### config.mk
export PLATFORM = sky130hd
export DESIGN_NAME = alu_req_driver
export DESIGN_NICKNAME = d
export VERILOG_FILES = /design/src/rtl/alu_req_driver.sv
export SDC_FILE = /design/constraint.sdc
export NUM_CORES = 1
export LEC_CHECK = 0
export CAP_MARGIN = 5
export CELL_PAD_IN_SITES_DETAIL_PLACEMENT = 1
export CELL_PAD_IN_SITES_GLOBAL_PLACEMENT = 1
export CORE_UTILIZATION = 35
export CTS_CLUSTER_DIAMETER = 200
export DETAILED_ROUTE_END_ITERATION = 10
export GPL_ROUTABILITY_DRIVEN = 1
export PLACE_DENSITY_LB_ADDON = 0.1
export SYNTH_ARGS = -nofsm -noshare
export SYNTH_HDL_FRONTEND = slang
export SYNTH_SLANG_ARGS = --single-unit
### constraint.sdc
create_clock -name clk -period 5 [get_ports clk]
set_clock_uncertainty 0.1 [all_clocks]
set_input_delay 1 -clock clk [delete_from_list [all_inputs] [get_ports clk]]
set_output_delay 1 -clock clk [all_outputs]
set_load 0.01 [all_outputs]
### src/rtl/alu_req_driver.sv
// Issue stage for the 8-bit 4-op ALU: queues tagged commands, issues one req pulse per command,
// waits for ack (with timeout) and returns the result with its tag on a valid/ready port.
module alu_req_driver #(
    parameter int unsigned DEPTH   = 4,
    parameter int unsigned TIMEOUT = 15
) (
    input  logic                     clk,
    input  logic                     rst_n,
    input  logic                     cmd_valid,
    output logic                     cmd_ready,
    input  logic [1:0]               cmd_op,
    input  logic [7:0]               cmd_a,
    input  logic [7:0]               cmd_b,
    input  logic [3:0]               cmd_tag,
    output logic                     alu_req,
    output logic [1:0]               alu_op,
    output logic [7:0]               alu_a,
    output logic [7:0]               alu_b,
    input  logic                     alu_ack,
    input  logic [7:0]               alu_y,
    output logic                     rsp_valid,
    input  logic                     rsp_ready,
    output logic [7:0]               rsp_y,
    output logic [3:0]               rsp_tag,
    output logic                     rsp_err,
    output logic                     busy,
    output logic [$clog2(DEPTH):0]   fifo_count
);

    localparam int unsigned PW = $clog2(DEPTH);
    localparam int unsigned CW = PW + 1;
    localparam int unsigned EW = 22;
    localparam int unsigned TW = 8;

    typedef enum logic [1:0] {IDLE, ISSUE, WAIT, RESP} state_t;

    state_t          state, state_d;
    logic [EW-1:0]   mem [DEPTH];
    logic [EW-1:0]   head;
    logic [PW-1:0]   wr_ptr, rd_ptr;
    logic [CW-1:0]   count_d;
    logic [TW-1:0]   tmo, tmo_d;
    logic            push, pop;
    logic            alu_req_d, rsp_valid_d, rsp_err_d, cmd_ready_d, busy_d;
    logic [7:0]      rsp_y_d;

    assign push = cmd_valid && cmd_ready;
    assign head = mem[rd_ptr];

    // Command storage; contents need no reset since occupancy is tracked separately
    always_ff @(posedge clk) begin
        if (push) mem[wr_ptr] <= {cmd_op, cmd_a, cmd_b, cmd_tag};
    end

    // Next-state and next-value logic for every registered output
    always_comb begin
        state_d   = state;
        pop       = 1'b0;
        tmo_d     = tmo;
        rsp_y_d   = rsp_y;
        rsp_err_d = rsp_err;
        case (state)
            IDLE: begin
                if (fifo_count != '0) begin
                    pop     = 1'b1;
                    state_d = ISSUE;
                end
            end
            ISSUE: begin
                tmo_d   = '0;
                state_d = WAIT;
            end
            WAIT: begin
                if (alu_ack) begin
                    rsp_y_d   = alu_y;
                    rsp_err_d = 1'b0;
                    state_d   = RESP;
                end else if (tmo == TW'(TIMEOUT - 1)) begin
                    rsp_y_d   = '0;
                    rsp_err_d = 1'b1;
                    state_d   = RESP;
                end else begin
                    tmo_d = tmo + TW'(1);
                end
            end
            RESP: begin
                if (rsp_ready) begin
                    if (fifo_count != '0) begin
                        pop     = 1'b1;
                        state_d = ISSUE;
                    end else begin
                        state_d = IDLE;
                    end
                end
            end
            default: state_d = IDLE;
        endcase
        count_d     = fifo_count + CW'(push) - CW'(pop);
        alu_req_d   = (state_d == ISSUE);
        rsp_valid_d = (state_d == RESP);
        cmd_ready_d = (count_d < CW'(DEPTH));
        busy_d      = (state_d != IDLE) || (count_d != '0);
    end

    always_ff @(posedge clk or negedge rst_n) begin
        if (!rst_n) begin
            state      <= IDLE;
            wr_ptr     <= '0;
            rd_ptr     <= '0;
            fifo_count <= '0;
            tmo        <= '0;
            alu_req    <= 1'b0;
            alu_op     <= '0;
            alu_a      <= '0;
            alu_b      <= '0;
            rsp_valid  <= 1'b0;
            rsp_y      <= '0;
            rsp_tag    <= '0;
            rsp_err    <= 1'b0;
            cmd_ready  <= 1'b1;
            busy       <= 1'b0;
        end else begin
            state      <= state_d;
            fifo_count <= count_d;
            tmo        <= tmo_d;
            alu_req    <= alu_req_d;
            rsp_valid  <= rsp_valid_d;
            rsp_y      <= rsp_y_d;
            rsp_err    <= rsp_err_d;
            cmd_ready  <= cmd_ready_d;
            busy       <= busy_d;
            if (push) wr_ptr <= wr_ptr + PW'(1);
            // Operands and tag are latched only on a pop and held until the next one
            if (pop) begin
                rd_ptr  <= rd_ptr + PW'(1);
                alu_op  <= head[21:20];
                alu_a   <= head[19:12];
                alu_b   <= head[11:4];
                rsp_tag <= head[3:0];
            end
        end
    end

endmodule

* After elaboration in Yosys (flattened, before gate mapping)
Memories as Yosys holds them, arrays and structs flattened. A register that Yosys moved wholly into a read port is not among the register bits. Index checks and enable logic that the tools add are counted.
Storage, ports and cells: register bits after elaboration 30, bits in writable memories 88, input port bits 35, memories kept 1
Cells by class: $add $sub $neg 5, $lt $le $gt $ge 1, eq/ne operators 8, multiplexer cells 18, reduce and logical (&&, ||, !) cells 11
Memories:
- mem | words 4, width 22, read ports 1, clocked after Yosys merged registers in 1, write ports 1, RTL line 38 | logic [EW-1:0] mem [DEPTH];
Operators with widths (number):
- 8-bit two-way mux | 4
- 8-bit one-hot mux with 2 select lines | 1
- 8-bit by 1-bit adder with 8-bit output (second input constant) | 1
- 8-bit by 4-bit equality test with 1-bit output (second input constant) | 1
- 2-bit two-way mux | 4
- 2-bit one-hot mux with 4 select lines | 1
- 1-bit two-way mux | 7
- 2-bit equality test (second input constant) | 3
- 2-bit nonzero test | 3
- 3-bit nonzero test | 2
- 2-bit by 1-bit adder with 2-bit output (second input constant) | 2
- 2-bit by 1-bit equality test with 1-bit output (second input constant) | 2
- 2-bit != test (second input constant) | 2
- 3-bit by 1-bit adder with 3-bit output | 1
- 3-bit less-than comparator (second input constant) | 1
- 3-bit AND reduction | 1
- 3-bit by 1-bit subtractor with 3-bit output | 1
- 2-bit logical NOT | 1
- 1-bit one-hot mux with 2 select lines | 1
- 2-bit AND reduction | 1
- 1-bit logical AND | 1
- 1-bit logical NOT | 1
- 1-bit logical OR | 1

* Depth between registers and ports, before layout
depth in word-level cells 7, gate-level depth with buffers 13

* Least setup slack after synthesis
No wires, ideal clock.
path kind input -> register, start input port rsp_ready, end register busy, setup time 146 ps, arrival time 2820 ps, path slack 1934 ps, stages 11, buffers on the path 1, cells stage by stage a21oi_1 nor3_4 buf_6 ha_1 inv_1 ha_1 inv_1 fa_1 xor2_1 xnor2_1 nand4_1
On the way: cells in the longest elaborated chain, start to end 5, elaborated cells on any way between the ends 8, those cells by class add/sub (1); mux (4); reduce/logical (3)
RTL lines:
- from (decl) | RTL line 22 | input logic rsp_ready,
- 1-bit two-way mux | RTL line 87 | if (rsp_ready) begin
- 1-bit one-hot mux with 2 select lines | RTL line 62 | case (state)
- via pop | RTL line 43 | logic push, pop;
- 3-bit by 1-bit subtractor with 3-bit output | RTL line 98 | count_d = fifo_count + CW'(push) - CW'(pop);
- 3-bit nonzero test | RTL line 102 | busy_d = (state_d != IDLE) || (count_d != '0);
- 1-bit logical OR | RTL line 102
- via busy_d | RTL line 44 | logic alu_req_d, rsp_valid_d, rsp_err_d, cmd_ready_d, busy_d;
- to (signal assigned) | RTL line 131 | busy <= busy_d;
- to (decl) | RTL line 26 | output logic busy,
The timed path passes the listed nets, and every way through them passes these cells. A chain may end at the register's enable or synchronous reset.

* Worst setup path in the final report
start input port rsp_ready, end register busy
On the way: cells in the longest elaborated chain, start to end 5, elaborated cells on any way between the ends 8, those cells by class add/sub (1); mux (4); reduce/logical (3)
RTL lines (RTL line):
- 1-bit two-way mux | 87
- 1-bit one-hot mux with 2 select lines | 62
- 3-bit by 1-bit subtractor with 3-bit output | 98
- 3-bit nonzero test | 102
- 1-bit logical OR (*) | 102
- via busy_d | 44
The timed path passes the listed nets; every way through them passes the cells marked *.

==> impl_metrics.toml <==
[timing]
tightest_slew_ns = 0.832
final-max-slew-violation-count = 0
timing.final.crit_share_pct = 59.6
period_needed_ns = 2.98
setup_viol = 0
rsz0062_at_grt = "no"
slew_headroom_pct = 44.5
fmax_mhz = 335
tns_ns = 0
finalHoldWorstSlack_ns = 0.397
hold_viol = 0

[routing]
drt_first_pass_iters = 4
dr.first_iter.drc_count = 125
viasPerCell = 4.75
antenna_left = 0
wl_um = 11000
vias = 2910
routedWlPerCell_um = 18.0
drc_errors = 0

[yosys]
yosys.area.top_type = "edfxtp_1"
async_flop_share_pct = 37.1
ys.flop_type = "edfxtp_1"
synth_nets = 344
yosysTopAreaCellShare_pct = 46.8
syn_area_per_cell_um2 = 19.1
synth-seq-cells = 140
seq_area_frac_synth_pct = 69.9
yosys-top-cells-area = "edfxtp_1, dfrtp_1, mux4_2, mux2_4, ha_1"
ys_warn_count = 0
synth_area_um2 = 5650
synthCells = 295
synthDistinctLibCells = 45
synth_edf_count = 88

[cts]
cts_max_level = 4
cts_tree = "built"
post-cts-setup-buffers = 0
path_clk_slew_ns = 0.06
clock_sinks = 140
clock_latency_ns = 0.41
root_buffer = "clkbuf_16"
post_cts_resized = 0
postCtsHoldBufs = 0
cts_buffer_depth = 2
numCtsBuffers = 17

[floorplan]
die-area_um2 = 16600
num_rows = 46
design.core.area_um2 = 15800
io_pins = 73
dieHeight_um = 129
initial_utilization_pct = 35.7
die_w_um = 129

[grt]
gr-total-overflow = 0
antenna_found_initial = 0
grt_pass1_vias = 3093
grt.total_usage_pct = 14.8
grt_max_degree = 39
grt_pass1_wl_um = 17500

[placed_design]
io_buffers = 72
gp_congestion = 0.773
placed_area_um2 = 6590
dpl.cell_count = 581
dp_hpwl_um = 6580

[cells_and_area]
area_delta_synth_final_pct = 27.4
post_route_cells_drive_above_1_share_pct = 21.4
fin_cells = 613
register_area_um2 = 3950
multiInputGateArea_um2 = 1550
final_common_cell = "edfxtp_1"
design_area_um2 = 7190
antenna_cells = 0
mostFrequentLayoutCells = "edfxtp_1, clkdlybuf4s50_1, dfrtp_1, mux4_2, mux2_4"
fin_nets = 433
fill_cells = 1514

[pwr]
fin_total_pwr_mw = 4.54
ir_drop_mv = 0.238
power_leakage_nw = 2.70
powerDensity_nw_per_um2 = 631

[setup_path]
rrSetupSlack_ns = 2.34
crit_fanout = 4
cp_data_required_time_ns = 5.17
arrival_ns = 3.15
cp-end-kind = "register"
start_kind = "input pin"
worstSetupPathType = "input pin to register"

[hold_path]
hold_path.class = "input pin to async pin"

[outcome]
status = "completed"

[job]
drv_cap = 0
## cells in the mapped netlist (all sizes together) (2+ instances only)
cell type  number
mux4           22
and3            5
nand4           4
a21oi           4
xnor2           6
o21ai           2
inv            14
dfrtp          51
and2            2
nand2b          2
buf             9
a31oi           2
edfxtp         88
nor3            3
ha             13
nand2           6
mux2           23
o22ai           3
xor2            5
a22o            8
nor2            8
## path summary, 6_finish.rpt
| check | from | to | cells after the start |
|---|---|---|---|
| min reg2reg | rsp_y[2] | rsp_y[2] | 1 |
| max | rsp_ready | busy | 11 |
| min in group clk | rsp_y[2] | rsp_y[2] | 1 |
| min | rst_n | fifo_count[2] | 1 |
| max in group asynchronous | rst_n | rd_ptr[0] | 2 |
| max reg2reg | state[0] | busy | 11 |
## state kept, by name (all words and copies together), names as in the netlist, 3 cells and up
register,cells
fifo_count,3
rsp_tag,4
tmo,8
alu_b,8
mem,88
rsp_y,8
alu_a,8
## through the flow
| step | util (%) | setup slack, ns |
|---|---|---|
| 2_1_floorplan | - | 1.93 |
| 3_3_place_gp | 41.6 | 1.60 |
| 3_5_place_dp | 41.6 | 1.56 |
| 4_1_cts | 45.4 | 2.02 |
| 5_1_grt | 45.4 | 1.84 |
| 6_report | 45.4 | 2.02 |
## critical path, cell delays in order
cell	delay [ns]
clkdlybuf4s50_1	0.47
a21oi_1	0.24
nor3_4	0.06
ha_1	0.28
inv_1	0.06
ha_1	0.13
inv_1	0.04
fa_1	0.37
xor2_1	0.16
xnor2_1	0.24
nand4_1	0.11
## cell families (layout without fill, tap and decap cells)
family | after synthesis | count (layout) | synth area share [%]
DFF | 140 | 140 | 69.9
muxes | 45 | 45 | 14.8
and+or+nand+nor | 36 | 36 | 3.92
AOI/OAI and AO/OA | 26 | 26 | 3.72
buffers and inverters | 23 | 125 | 2.73
adders and majority gates | 14 | 14 | 3.24
xor gates and xnor gates | 11 | 11 | 1.71
## per-layer routing
metal | vias up | global-route usage, % | routed length, um
met5 | - | 0 | 0
met4 | 0 | 7.47 | 172
li1 | 1325 | - | -
met2 | 57 | 24.2 | 5510
met1 | 1513 | 17.9 | 4910
met3 | 15 | 4.25 | 440
## layout make-up
type	instances	area share, %
well taps	216	3.76
repair buffers	79	10.7
clock buffers	21	6.12
flip-flops and latches	140	54.9
multi-input cells	132	21.5
clock inverters	11	2.33
inverters	14	0.731
## power breakdown
| group | internal (mW) | switching (mW) |
|---|---|---|
| clock network | 0.833 | 0.470 |
| registers | 1.55 | 0.219 |
| logic | 0.850 | 0.621 |
| total | 3.23 | 1.31 |
No activity file was read; power rests on OpenSTA's default activity.
